[config.mk]
export PLATFORM = sky130hd
export DESIGN_NAME = control_multiciclo
export DESIGN_NICKNAME = d
export VERILOG_FILES = /design/src/rtl/mips_ctrl_pkg.sv /design/src/rtl/ctrl_next_state.sv /design/src/rtl/control_multiciclo.sv
export SDC_FILE = /design/constraint.sdc
export NUM_CORES = 1
export LEC_CHECK = 0
export ABC_AREA = 1
export BUFFER_PORTS_ARGS = -buffer_cell sky130_fd_sc_hd__clkbuf_2
export CORE_MARGIN = 1.5
export CORE_UTILIZATION = 45
export DETAILED_ROUTE_END_ITERATION = 8
export PLACE_DENSITY_LB_ADDON = 0.15
export RECOVER_POWER = 50
export SLEW_MARGIN = 10
export SYNTH_ARGS = -nofsm -noshare
export SYNTH_HDL_FRONTEND = slang
export SYNTH_SLANG_ARGS = --single-unit
export TNS_END_PERCENT = 50
[constraint.sdc]
create_clock -name clk -period 1.1 [get_ports clk]
set_input_delay 0.11 -clock clk [delete_from_list [all_inputs] [get_ports clk]]
set_output_delay 0.11 -clock clk [all_outputs]
set_load 0.02 [all_outputs]
[src/rtl/mips_ctrl_pkg.sv]
// ============================================================================
// Module   : mips_ctrl_pkg
// Purpose  : Shared encodings for the multi-cycle MIPS control FSM.
//            Covers the states, opcodes, ALU op, ALU B source and PC source.
// Revision : 1.0 - initial release
// ============================================================================
`default_nettype none

package mips_ctrl_pkg;

    localparam int STATE_W = 4;

    localparam logic [STATE_W-1:0] ST_FETCH     = 4'd0;
    localparam logic [STATE_W-1:0] ST_DECODE    = 4'd1;
    localparam logic [STATE_W-1:0] ST_MEM_ADDR  = 4'd2;
    localparam logic [STATE_W-1:0] ST_MEM_READ  = 4'd3;
    localparam logic [STATE_W-1:0] ST_MEM_WB    = 4'd4;
    localparam logic [STATE_W-1:0] ST_MEM_WRITE = 4'd5;
    localparam logic [STATE_W-1:0] ST_EXEC_R    = 4'd6;
    localparam logic [STATE_W-1:0] ST_R_WB      = 4'd7;
    localparam logic [STATE_W-1:0] ST_BRANCH    = 4'd8;
    localparam logic [STATE_W-1:0] ST_JUMP      = 4'd9;
    localparam logic [STATE_W-1:0] ST_ADDI_EXEC = 4'd10;
    localparam logic [STATE_W-1:0] ST_ADDI_WB   = 4'd11;
    localparam logic [STATE_W-1:0] ST_ILLEGAL   = 4'd12;

    typedef enum logic [STATE_W-1:0] {
        S_FETCH     = ST_FETCH,
        S_DECODE    = ST_DECODE,
        S_MEM_ADDR  = ST_MEM_ADDR,
        S_MEM_READ  = ST_MEM_READ,
        S_MEM_WB    = ST_MEM_WB,
        S_MEM_WRITE = ST_MEM_WRITE,
        S_EXEC_R    = ST_EXEC_R,
        S_R_WB      = ST_R_WB,
        S_BRANCH    = ST_BRANCH,
        S_JUMP      = ST_JUMP,
        S_ADDI_EXEC = ST_ADDI_EXEC,
        S_ADDI_WB   = ST_ADDI_WB,
        S_ILLEGAL   = ST_ILLEGAL
    } state_t;

    localparam logic [5:0] OP_RTYPE = 6'b000000;
    localparam logic [5:0] OP_LW    = 6'b100011;
    localparam logic [5:0] OP_SW    = 6'b101011;
    localparam logic [5:0] OP_BEQ   = 6'b000100;
    localparam logic [5:0] OP_ADDI  = 6'b001000;
    localparam logic [5:0] OP_J     = 6'b000010;

    localparam logic [2:0] ALU_ADD   = 3'b000;
    localparam logic [2:0] ALU_SUB   = 3'b001;
    localparam logic [2:0] ALU_FUNCT = 3'b010;

    localparam logic [1:0] SRCB_RT      = 2'b00;
    localparam logic [1:0] SRCB_FOUR    = 2'b01;
    localparam logic [1:0] SRCB_IMM     = 2'b10;
    localparam logic [1:0] SRCB_IMM_SH2 = 2'b11;

    localparam logic [1:0] PCSRC_ALU     = 2'b00;
    localparam logic [1:0] PCSRC_ALU_OUT = 2'b01;
    localparam logic [1:0] PCSRC_JUMP    = 2'b10;

endpackage

`default_nettype wire

[src/rtl/ctrl_next_state.sv]
// ============================================================================
// Module   : ctrl_next_state
// Purpose  : Combinational next-state logic of the multi-cycle control FSM.
// Revision : 1.0 - initial release
// ============================================================================
`default_nettype none

module ctrl_next_state
    import mips_ctrl_pkg::*;
(
    input  state_t     i_state,
    input  logic [5:0] i_op_code,
    input  logic [5:0] i_op_latched,
    input  logic       i_mem_ready,
    output state_t     o_next_state
);

    always_comb begin
        o_next_state = S_FETCH;
        case (i_state)
            S_FETCH:     o_next_state = i_mem_ready ? S_DECODE : S_FETCH;
            // Live opcode is only trusted here; the latch captures it on this same edge.
            S_DECODE: begin
                case (i_op_code)
                    OP_LW, OP_SW: o_next_state = S_MEM_ADDR;
                    OP_RTYPE:     o_next_state = S_EXEC_R;
                    OP_BEQ:       o_next_state = S_BRANCH;
                    OP_ADDI:      o_next_state = S_ADDI_EXEC;
                    OP_J:         o_next_state = S_JUMP;
                    default:      o_next_state = S_ILLEGAL;
                endcase
            end
            S_MEM_ADDR:  o_next_state = (i_op_latched == OP_SW) ? S_MEM_WRITE : S_MEM_READ;
            S_MEM_READ:  o_next_state = i_mem_ready ? S_MEM_WB : S_MEM_READ;
            S_MEM_WRITE: o_next_state = i_mem_ready ? S_FETCH : S_MEM_WRITE;
            S_EXEC_R:    o_next_state = S_R_WB;
            S_ADDI_EXEC: o_next_state = S_ADDI_WB;
            default:     o_next_state = S_FETCH;
        endcase
    end

endmodule

`default_nettype wire

[src/rtl/control_multiciclo.sv]
// ============================================================================
// Module   : control_multiciclo
// Purpose  : Moore control FSM for a multi-cycle MIPS datapath.
//            Define CTRL_MEM_WAIT_EN to let mem_ready stall memory states.
// Revision : 1.0 - initial release
// ============================================================================
`default_nettype none

module control_multiciclo
    import mips_ctrl_pkg::*;
(
    input  logic       clk,
    input  logic       rst,
    input  logic [5:0] op_code,
    input  logic       mem_ready,
    output logic       pc_write,
    output logic       pc_write_cond,
    output logic       i_or_d,
    output logic       mem_read_enable,
    output logic       mem_write_enable,
    output logic       ir_write,
    output logic       mem_to_reg,
    output logic       reg_dst,
    output logic       reg_write,
    output logic       alu_src_a,
    output logic [1:0] alu_src_b,
    output logic [2:0] alu_op_code,
    output logic [1:0] pc_source,
    output logic [3:0] state,
    output logic       instr_done,
    output logic       illegal_op
);

    state_t     state_q;
    state_t     state_d;
    logic [5:0] opcode_q;
    logic [5:0] opcode_d;
    logic       mem_ready_eff;

`ifdef CTRL_MEM_WAIT_EN
    assign mem_ready_eff = mem_ready;
`else
    assign mem_ready_eff = mem_ready | 1'b1;
`endif

    ctrl_next_state u_next_state (
        .i_state      (state_q),
        .i_op_code    (op_code),
        .i_op_latched (opcode_q),
        .i_mem_ready  (mem_ready_eff),
        .o_next_state (state_d)
    );

    always_comb begin
        opcode_d = opcode_q;
        if (state_q == S_DECODE) begin
            opcode_d = op_code;
        end
    end

    always_ff @(posedge clk) begin
        if (rst) begin
            state_q  <= S_FETCH;
            opcode_q <= 6'd0;
        end else begin
            state_q  <= state_d;
            opcode_q <= opcode_d;
        end
    end

    assign state = state_q;

    always_comb begin
        pc_write         = 1'b0;
        pc_write_cond    = 1'b0;
        i_or_d           = 1'b0;
        mem_read_enable  = 1'b0;
        mem_write_enable = 1'b0;
        ir_write         = 1'b0;
        mem_to_reg       = 1'b0;
        reg_dst          = 1'b0;
        reg_write        = 1'b0;
        alu_src_a        = 1'b0;
        alu_src_b        = SRCB_RT;
        alu_op_code      = ALU_ADD;
        pc_source        = PCSRC_ALU;
        instr_done       = 1'b0;
        illegal_op       = 1'b0;

        case (state_q)
            S_FETCH: begin
                mem_read_enable = 1'b1;
                alu_src_b       = SRCB_FOUR;
                ir_write        = mem_ready_eff;
                pc_write        = mem_ready_eff;
            end
            S_DECODE: begin
                alu_src_b = SRCB_IMM_SH2;
            end
            S_MEM_ADDR, S_ADDI_EXEC: begin
                alu_src_a = 1'b1;
                alu_src_b = SRCB_IMM;
            end
            S_MEM_READ: begin
                mem_read_enable = 1'b1;
                i_or_d          = 1'b1;
            end
            S_MEM_WB: begin
                mem_to_reg = 1'b1;
                reg_write  = 1'b1;
                instr_done = 1'b1;
            end
            S_MEM_WRITE: begin
                mem_write_enable = 1'b1;
                i_or_d           = 1'b1;
                instr_done       = mem_ready_eff;
            end
            S_EXEC_R: begin
                alu_src_a   = 1'b1;
                alu_op_code = ALU_FUNCT;
            end
            S_R_WB: begin
                reg_dst    = 1'b1;
                reg_write  = 1'b1;
                instr_done = 1'b1;
            end
            S_BRANCH: begin
                alu_src_a     = 1'b1;
                alu_op_code   = ALU_SUB;
                pc_write_cond = 1'b1;
                pc_source     = PCSRC_ALU_OUT;
                instr_done    = 1'b1;
            end
            S_JUMP: begin
                pc_write   = 1'b1;
                pc_source  = PCSRC_JUMP;
                instr_done = 1'b1;
            end
            S_ADDI_WB: begin
                reg_write  = 1'b1;
                instr_done = 1'b1;
            end
            S_ILLEGAL: begin
                illegal_op = 1'b1;
                instr_done = 1'b1;
            end
            default: begin
            end
        endcase

        // Strobes are suppressed combinationally so nothing is written while reset is held.
        if (rst) begin
            pc_write         = 1'b0;
            pc_write_cond    = 1'b0;
            ir_write         = 1'b0;
            mem_read_enable  = 1'b0;
            mem_write_enable = 1'b0;
            reg_write        = 1'b0;
        end
    end

endmodule

`default_nettype wire

==> run metrics <==
status=finished with violations; failing checks=setup timing; num rows=14; Top Metal Used=met4; share of post-route cells with drive strength above 1=0.590; Routed Antenna Nets=0; most frequent cells after synthesis=29 x nor2_1, 17 x nand2_1, 16 x inv_1, 10 x dfxtp_1, 10 x o21ai_1; net switching power=0.000751 W; WL met3=262 um; CTS tree=built; Die ar.=0.00181 sq mm; synth warn=0; Std-Cell Core Area=0.00149 sq mm; CTS Hold Bufs=0; area delta synth->final=89.3%; met1 WL=between 1000 and 1500 um; sequential area share after synthesis=0.285; Placer Congestion=0.889; CP max FO=3; internal power=between 0.001 and 0.0015 W; Mapped Cells=119; Post-synth EDFFs=0; register area=215 sq um; total track usage=0.268; critical path class=flip-flop to output port; power share of the combinational group=0.532; max-slew violation count=0; Mapped Nets=between 100 and 150; input/output buffers=29; Starting Density=0.472; # fillers=72; multi-input logic area=558 sq um; Cell variety after synth=21; Leak=between 0.6 and 0.7 nW; Worst-Skew Late Latency=around 0.28 ns; Num CTS Buffers=3; Startpoint Class=flip-flop; largest area contributor in the synthesized netlist=dfxtp_1; # setup viols final=28; reg2reg setup slack=-0.28 ns; fraction of power consumed by sequential logic=0.270; fin crit period=1.55 ns; n_diodes=0; Area contributors post-synth=dfxtp_1 28%, nor2_1 15%, nand2_1 9.1%; DIE HEIGHT=42.5 um; CTS Sinks=10; crit path setup slack, layout=-0.446 ns; count leader, synth=nor2_1; CTS Buffer Depth=2; first-pass GRT wire length=3590 um; Die X=between 40 and 50 um; async set-reset flop share out of synthesis=0; clock power share=0.198; initial antenna violation count=0; Peak VDD IR=1.05 mV; cell depth of the worst flop-to-flop path=7; Main synth FF type=dfxtp_1; number of global-route vias before repair=829; drt via density=between 5 and 6; mean post-synth cell area=5.91 sq um; Max Cap Viol=0; DR WL met2=1550 um; drt wl/cell=about 18 um; Worst EP required=~1 ns; pre-CTS WS=-0.0862 ns; Post-Route WL=3260 um; total of flip-flops plus latches after synthesis=10; hold path depth=3; Net Sw Frac=0.425; largest net degree at the start of global routing=10; Fin. Hold Viols=0; net count reported at finish=176; Via Count=1069; Critical R2R Capture=state[3]$_SDFF_PP0_; synthesized area=703 sq um; Hold/Removal Path Class=input port to flip-flop; CP startpoint=state[3]$_SDFF_PP0_; Reg-to-Reg Start=state[3]$_SDFF_PP0_; post-route clock period utilization=1.41; IO Count=32; fmax=647 MHz; Remaining DRCs=0; crit end category=output port; Setup Total Neg Slack=-6.89 ns; initial DRC count=48; pwr/cell area=roughly 1300 mW/mm^2; Synth top area share=0.285; Final HPWL DP=around 1500 um; GRT overflow=0; DRT Pass-1 Iters=4; CP arrival=1.44 ns; RSZ-0062 raised after global routing=true; Setup Skew=0.000517 ns; Root Buffer=clkbuf_4; H-tree depth=1; Worst Setup EP=pc_source[1]; Worst-path clk slew=about 0.070 ns
-- sequential cells by signal, indices dropped and copies added (netlist names) --
signal and cells:
opcode_q 6, state 4
-- metrics by stage --
stage / instances / hold WS (ns) / power, W / cell area, sq um / util
3_3_place_gp: 169 / 0.390 / 0.00106 / 988 / 0.664
4_1_cts: 176 / 0.0982 / 0.00156 / 1170 / 0.786
2_1_floorplan: 119 / 0.258 / 0.000890 / 782 / -
3_5_place_dp: 169 / 0.395 / 0.00107 / 988 / 0.664
6_report: 182 / 0.109 / 0.00177 / 1330 / 0.894
5_1_grt: 182 / 0.137 / 0.00183 / 1330 / 0.894
-- power by group through the flow --
stage	registers (W)	logic [W]	clock network (W)
final	0.000478	0.000941	0.000350
after global routing	0.000482	0.000988	0.000361
after CTS	0.000462	0.000737	0.000360
after detailed placement	0.000467	0.000606	0
after global placement	0.000465	0.000597	0
after floorplan	0.000481	0.000409	0
-- layer usage --
metal	up-vias	GRT usage
met4	0	0.188
met1	482	0.316
li1	466	-
met5	-	0
met2	90	0.425
met3	31	0.0603
-- cells in the final DEF, fill, tap and decap left out, types with 2 or more instances in the layout --
| master | Yosys | layout |
|---|---|---|
| o21ai_2 | 0 | 4 |
| a21oi_1 | 8 | 5 |
| nor2_2 | 3 | 3 |
| dfxtp_4 | 0 | 4 |
| inv_4 | 0 | 3 |
| nand3_1 | 6 | 6 |
| a21oi_2 | 0 | 3 |
| inv_1 | 16 | 11 |
| buf_8 | 0 | 3 |
| buf_6 | 0 | 8 |
| o21ai_1 | 10 | 5 |
| clkbuf_4 | 0 | 3 |
| nand2_2 | 2 | 2 |
| buf_4 | 2 | 19 |
| nor2_1 | 29 | 18 |
| nand2_1 | 17 | 14 |
| dfxtp_1 | 10 | 6 |
| nand2_4 | 1 | 3 |
| clkbuf_8 | 0 | 6 |
| inv_2 | 6 | 7 |
| nor2_4 | 1 | 12 |
| clkbuf_2 | 0 | 10 |
-- what timing repair did --
item	in CTS	in global routing
resized for setup	31	45
cloned	0	0
setup buffers	3	6
pin swaps	7	12
setup endpoints to repair	20	29
endpoints found under the hold margin	0	0
-- worst min-delay path by stage --
stage | to | from | slack (ns)
after floorplan | opcode_q[2]$_SDFFE_PP0P_ | op_code[2] | 0.26
after detailed placement | opcode_q[3]$_SDFFE_PP0P_ | op_code[3] | 0.39
final | opcode_q[3]$_SDFFE_PP0P_ | op_code[3] | 0.11
after global routing | opcode_q[3]$_SDFFE_PP0P_ | op_code[3] | 0.14
after global placement | opcode_q[3]$_SDFFE_PP0P_ | op_code[3] | 0.39
after CTS | opcode_q[3]$_SDFFE_PP0P_ | op_code[3] | 0.1
-- worst max-delay path, stage by stage, from the launching register on --
cell and delay, ns:
dfxtp_4 0.39, inv_4 0.05, nor2_4 0.12, inv_4 0.07
nor2_4 0.15, buf_4 0.15, buf_6 0.09, clkbuf_8 0.13
-- cell type report --
| class | count | area share |
|---|---|---|
| Clock buffer | 4 | 0.0273 |
| Inverter | 23 | 0.0752 |
| Multi-Input combinational cell | 83 | 0.419 |
| Sequential cell | 10 | 0.162 |
| Tap cell | 16 | 0.0150 |
| Timing Repair Buffer | 46 | 0.302 |
-- kinds of logic (layout without fill, tap and decap cells) --
| kind of cell | count (synthesis) | count (layout) | share of synthesized area |
|---|---|---|---|
| AOI/OAI and AO/OA | 21 | 21 | 0.157 |
| buffers and inverters | 26 | 73 | 0.151 |
| DFF | 10 | 10 | 0.285 |
| other | 1 | 1 | 0.00533 |
| and+or+nand+nor | 61 | 61 | 0.402 |
No activity file was read; power rests on OpenSTA's default activity.
